<file path="config.mk">
export PLATFORM = sky130hd
export DESIGN_NAME = sample_serializer
export DESIGN_NICKNAME = d
export VERILOG_FILES = /design/src/rtl/sample_serializer_pkg.sv /design/src/rtl/sample_fifo.sv /design/src/rtl/sample_serializer.sv
export SDC_FILE = /design/constraint.sdc
export NUM_CORES = 1
export LEC_CHECK = 0
export ABC_AREA = 1
export BUFFER_PORTS_ARGS = -buffer_cell sky130_fd_sc_hd__buf_4
export CORE_ASPECT_RATIO = 1.4
export CORE_MARGIN = 2
export CORE_UTILIZATION = 50
export DETAILED_ROUTE_END_ITERATION = 7
export GPL_ROUTABILITY_DRIVEN = 0
export PLACE_DENSITY = 0.68
export SLEW_MARGIN = 20
export SYNTH_ARGS = -nofsm -noshare
export SYNTH_HDL_FRONTEND = slang
export SYNTH_SLANG_ARGS = --single-unit
</file>
<file path="constraint.sdc">
create_clock -name clk -period 3.29 [get_ports clk]
set_input_delay 0.329 -clock clk [delete_from_list [all_inputs] [get_ports clk]]
set_output_delay 0.329 -clock clk [all_outputs]
set_load 0.05 [all_outputs]
</file>
<file path="src/rtl/sample_serializer_pkg.sv">
// sample_serializer_pkg: shared FSM state encoding and serial line levels for sample_serializer
package sample_serializer_pkg;
  typedef enum logic [2:0] {IDLE, START, DATA, STOP, PARITY} state_t;
  localparam logic TX_IDLE = 1'b1;
  localparam logic START_BIT = 1'b0;
  localparam logic STOP_BIT = 1'b1;
endpackage

</file>
<file path="src/rtl/sample_fifo.sv">
// sample_fifo: DEPTH x WIDTH FWFT FIFO; ports clk, rst, push, pop, data in, head out, full, empty, level
module sample_fifo #(
  parameter int WIDTH = 8,
  parameter int DEPTH = 4,
  localparam int AW = $clog2(DEPTH)
) (
  input  logic             clk,
  input  logic             rst,
  input  logic             push,
  input  logic             pop,
  input  logic [WIDTH-1:0] data,
  output logic [WIDTH-1:0] head,
  output logic             full,
  output logic             empty,
  output logic [AW:0]      level
);
  localparam logic [AW:0] FULL_LVL = (AW + 1)'(DEPTH);
  logic [WIDTH-1:0] mem [DEPTH];
  logic [AW-1:0] wp, rp;
  logic do_push, do_pop;
  assign do_pop = pop && !empty;
  // a full FIFO still accepts a push when the same edge frees a slot
  assign do_push = push && (!full || do_pop);
  assign full = level == FULL_LVL;
  assign empty = level == '0;
  assign head = mem[rp];
  always_ff @(posedge clk)
    if (do_push) mem[wp] <= data;
  always_ff @(posedge clk)
    if (rst) begin
      wp <= '0;
      rp <= '0;
      level <= '0;
    end else begin
      wp <= wp + AW'(do_push);
      rp <= rp + AW'(do_pop);
      level <= level + (AW + 1)'(do_push) - (AW + 1)'(do_pop);
    end
endmodule

</file>
<file path="src/rtl/sample_serializer.sv">
// sample_serializer: FIFO-buffered UART-style sample serializer; ports clk, rst, in_data, in_dr -> tx, busy, overrun, fifo_level; SAMPLE_SERIALIZER_PARITY_EN adds an even-parity bit
module sample_serializer
  import sample_serializer_pkg::*;
#(
  parameter int WIDTH = 8,
  parameter int CLKS_PER_BIT = 4,
  parameter int DEPTH = 4
) (
  input  logic                     clk,
  input  logic                     rst,
  input  logic [WIDTH-1:0]         in_data,
  input  logic                     in_dr,
  output logic                     tx,
  output logic                     busy,
  output logic                     overrun,
  output logic [$clog2(DEPTH):0]   fifo_level
);
  localparam int BW = CLKS_PER_BIT > 1 ? $clog2(CLKS_PER_BIT) : 1;
  localparam int IW = WIDTH > 1 ? $clog2(WIDTH) : 1;
  state_t state, state_n;
  logic [BW-1:0] baud, baud_n;
  logic [IW-1:0] bit_cnt, bit_n;
  logic [WIDTH-1:0] shift, shift_n, head;
  logic tx_n, pop, full, empty, baud_end, bit_end;
`ifdef SAMPLE_SERIALIZER_PARITY_EN
  logic par;
  always_ff @(posedge clk)
    if (pop) par <= ^head;
`endif
  sample_fifo #(.WIDTH(WIDTH), .DEPTH(DEPTH)) u_fifo (
    .clk(clk), .rst(rst), .push(in_dr), .pop(pop), .data(in_data),
    .head(head), .full(full), .empty(empty), .level(fifo_level)
  );
  assign baud_end = baud == BW'(CLKS_PER_BIT - 1);
  assign bit_end = bit_cnt == IW'(WIDTH - 1);
  assign busy = state != IDLE || fifo_level != '0;
  always_comb begin
    state_n = state;
    baud_n = (state == IDLE || baud_end) ? '0 : baud + 1'b1;
    bit_n = bit_cnt;
    shift_n = shift;
    pop = 1'b0;
    case (state)
      IDLE:
        if (!empty) begin
          pop = 1'b1;
          shift_n = head;
          state_n = START;
        end
      START:
        if (baud_end) begin
          bit_n = '0;
          state_n = DATA;
        end
      DATA:
        if (baud_end) begin
          shift_n = shift >> 1;
          bit_n = bit_end ? '0 : bit_cnt + 1'b1;
`ifdef SAMPLE_SERIALIZER_PARITY_EN
          if (bit_end) state_n = PARITY;
`else
          if (bit_end) state_n = STOP;
`endif
        end
      PARITY:
        if (baud_end) state_n = STOP;
      STOP:
        // chain straight into the next frame when a word is waiting
        if (baud_end) begin
          pop = !empty;
          shift_n = empty ? shift : head;
          state_n = empty ? IDLE : START;
        end
      default: state_n = IDLE;
    endcase
    // tx is registered from the next state, so the line changes with the state
`ifdef SAMPLE_SERIALIZER_PARITY_EN
    tx_n = state_n == START ? START_BIT : state_n == DATA ? shift_n[0] :
           state_n == PARITY ? par_next(pop, head, par) : state_n == STOP ? STOP_BIT : TX_IDLE;
`else
    tx_n = state_n == START ? START_BIT : state_n == DATA ? shift_n[0] :
           state_n == STOP ? STOP_BIT : TX_IDLE;
`endif
  end
`ifdef SAMPLE_SERIALIZER_PARITY_EN
  function automatic logic par_next(logic ld, logic [WIDTH-1:0] w, logic p);
    return ld ? ^w : p;
  endfunction
`endif
  always_ff @(posedge clk)
    if (rst) begin
      state <= IDLE;
      baud <= '0;
      bit_cnt <= '0;
      shift <= '0;
      tx <= TX_IDLE;
      overrun <= 1'b0;
    end else begin
      state <= state_n;
      baud <= baud_n;
      bit_cnt <= bit_n;
      shift <= shift_n;
      tx <= tx_n;
      overrun <= overrun | (in_dr & full & ~pop);
    end
endmodule

</file>
==> out/qor.yml <==
status: "complete, no violations"
multi_input_area_um2: 926
start_util: 0.519
portBuffers: 16
wl_met2_um: 2490
synth_top_area_cell: "edfxtp_1"
regArea_um2: 1460
start_kind: "flip-flop"
cts.repair.resized: 0
layout-drive-gt1-share: 0.189
num_vias: 1822
wl_met3_um: 160
synth_cell_types: 35
p_leak_nw: 1.25
yosysTopAreaCellShare: 0.379
wl_per_cell_um: 13.0
gr-total-overflow: 0
finalSetupTns_ps: 0
core_area_um2: 4880
die_x_um: 64.2
clk_path_buf_depth: 2
hold_viol: 0
final_area_um2: 2940
die_area_um2: 5660
max-cap-violations: 0
yosys_most_used_dff: "edfxtp_1"
cts_buffers: 9
power_density_nw_per_um2: 894
fmax_ghz: 0.451
syn-num-nets: 284
clk_latency_ps: 340
clock_skew_ps: 4.26
cts_hold_buf: 0
cts_setup_buffers: 0
first_pass_iters: 4
yosys-top-cells-area: "edfxtp_1 (38%), dfxtp_1 (20%), nand2_1 (10%)"
worst_slew_pin_slew_ps: 460
setup_viol: 0
arrival_ps: 2450
maxSlewHeadroom: 0.691
nets: 309
wl_um: 4690
min_path_type: "input port to flip-flop"
cts_tree: "built"
yosysWarnings: 0
total_power_w: 0.00263
cts.root.buffer_cell: "clkbuf_8"
ir_worst_vdd_uv: 473
grt_pass1_vias: 1718
crit_family: "adder cells"
die_h_um: 88.2
cts_sinks: 57
met1Wirelength_um: 1940
async_flop_share: 0
syn2layout_area_growth_pct: 16.1
holdWs_ps: 186
drt_iter0_drc: 107
ant_nets: 0
synth_commonest_cells: "nand2_1 (69), edfxtp_1 (32), dfxtp_1 (25), nand3_1 (23), inv_1 (21)"
grt_max_degree: 18
cp_max_fo: 11
synth_area_um2: 2530
top_layer: "met4"
post_dp_cell_area_um2: 2730
finalCritPeriodShare: 0.673
grt_pass1_wl_um: 7910
avgViaCountPerCell: 5.05
cp.required_ps: 3520
rsz0062_at_grt: "false"
drc: 0
worst_setup_path_end_kind: "flip-flop"
hpwl_um: 3360
track_usage: 0.191
synth.most_common_cell: "nand2_1"
ys_seq_area_frac: 0.577
antenna_found_initial: 0
cp_cell_sequence: "nor2_1 > nand2_1 > inv_1 > a21oi_1 > nand2_1 > o21ai_0 > ha_1 > fa_1 > inv_1 > nor2_1"
min_period_ps: 2220
critical_path_buf_inv_count: 2
nFillCells: 455
synth-seq-cells: 57
critPathSlowestCell: "fa_1"
slew_viol_final: 0
htreeDepth: 3
critPathKind: "flip-flop to flip-flop"
rows: 30
slowest_delay_ps: 410
syn_inst: 267
synth-edff-count: 32
ios: 17
insertedDiodeCount: 0
clkTransAtPathRegs_ps: 60
postSynthAreaPerCell_um2: 9.49
## power breakdown
part | switching, W | internal (W)
registers | 0.0000983 | 0.000901
clock network | 0.000272 | 0.000422
logic | 0.000613 | 0.000323
total | 0.000983 | 0.00165
## cell usage in the layout, fill, tap and decap left out, types with 4 or more instances in the layout
cell type / synthesis / routed
nand2_1: 69 / 69
edfxtp_1: 32 / 32
dfxtp_1: 25 / 25
nand3_1: 23 / 23
inv_1: 21 / 21
buf_4: 3 / 21
a21oi_1: 18 / 18
nor2_1: 14 / 14
clkbuf_8: 0 / 9
o21ai_1: 7 / 7
nor3_1: 6 / 6
ha_1: 5 / 5
nand4_1: 4 / 4
o21ai_0: 4 / 4
## per-layer routing
layer | track usage | vias to the layer above
met2 | 0.341 | 25
met5 | 0 | -
met1 | 0.209 | 834
met4 | 0.0928 | 0
met3 | 0.0534 | 12
li1 | - | 951
## sequential cells by signal (all words and copies together) (netlist names)
| name | cells |
|---|---|
| baud | 2 |
| bit_cnt | 3 |
| overrun | 1 |
| shift | 8 |
| state | 3 |
| tx | 1 |
| u_fifo.level | 3 |
| u_fifo.mem | 32 |
| u_fifo.rp | 2 |
| u_fifo.wp | 2 |
## worst paths after layout
check        cells after the start  slack, ps                       start                          to
max                             10       1070  u_fifo.level[1]$_SDFF_PP0_  u_fifo.level[1]$_SDFF_PP0_
min                              1        190                  in_data[6]  u_fifo.mem[2][6]$_DFFE_PP_
max reg2reg                     10       1070  u_fifo.level[1]$_SDFF_PP0_  u_fifo.level[1]$_SDFF_PP0_
min reg2reg                      1        430          baud[0]$_SDFF_PP0_          baud[0]$_SDFF_PP0_
## through the flow
step / instances / utilization / setup slack, ps
3_5_place_dp: 345 / 0.560 / 1080
6_report: 361 / 0.603 / 1070
5_1_grt: 361 / 0.603 / 852
4_1_cts: 361 / 0.603 / 1070
2_1_floorplan: 267 / - / 1040
3_3_place_gp: 345 / 0.560 / 1160
## cell families (layout without fill, tap and decap cells)
kind of cell               count (synthesis)  in the layout  share of synthesized area
adders and majority gates                  6              6                     0.0326
DFF                                       57             57                      0.577
buffers and inverters                     34             64                     0.0578
xor gates and xnor gates                   2              2                    0.00691
AOI/OAI and AO/OA                         39             39                     0.0884
and+or+nand+nor                          129            129                      0.238
## area by class of cell
class | instances | share of cell area
clock buffers | 10 | 0.0434
inverters | 27 | 0.0362
clock inverters | 6 | 0.0281
repair buffers | 21 | 0.0536
flip-flops and latches | 57 | 0.497
well taps | 64 | 0.0272
multi-input cells | 176 | 0.315
(Power assumes the default switching activity.)
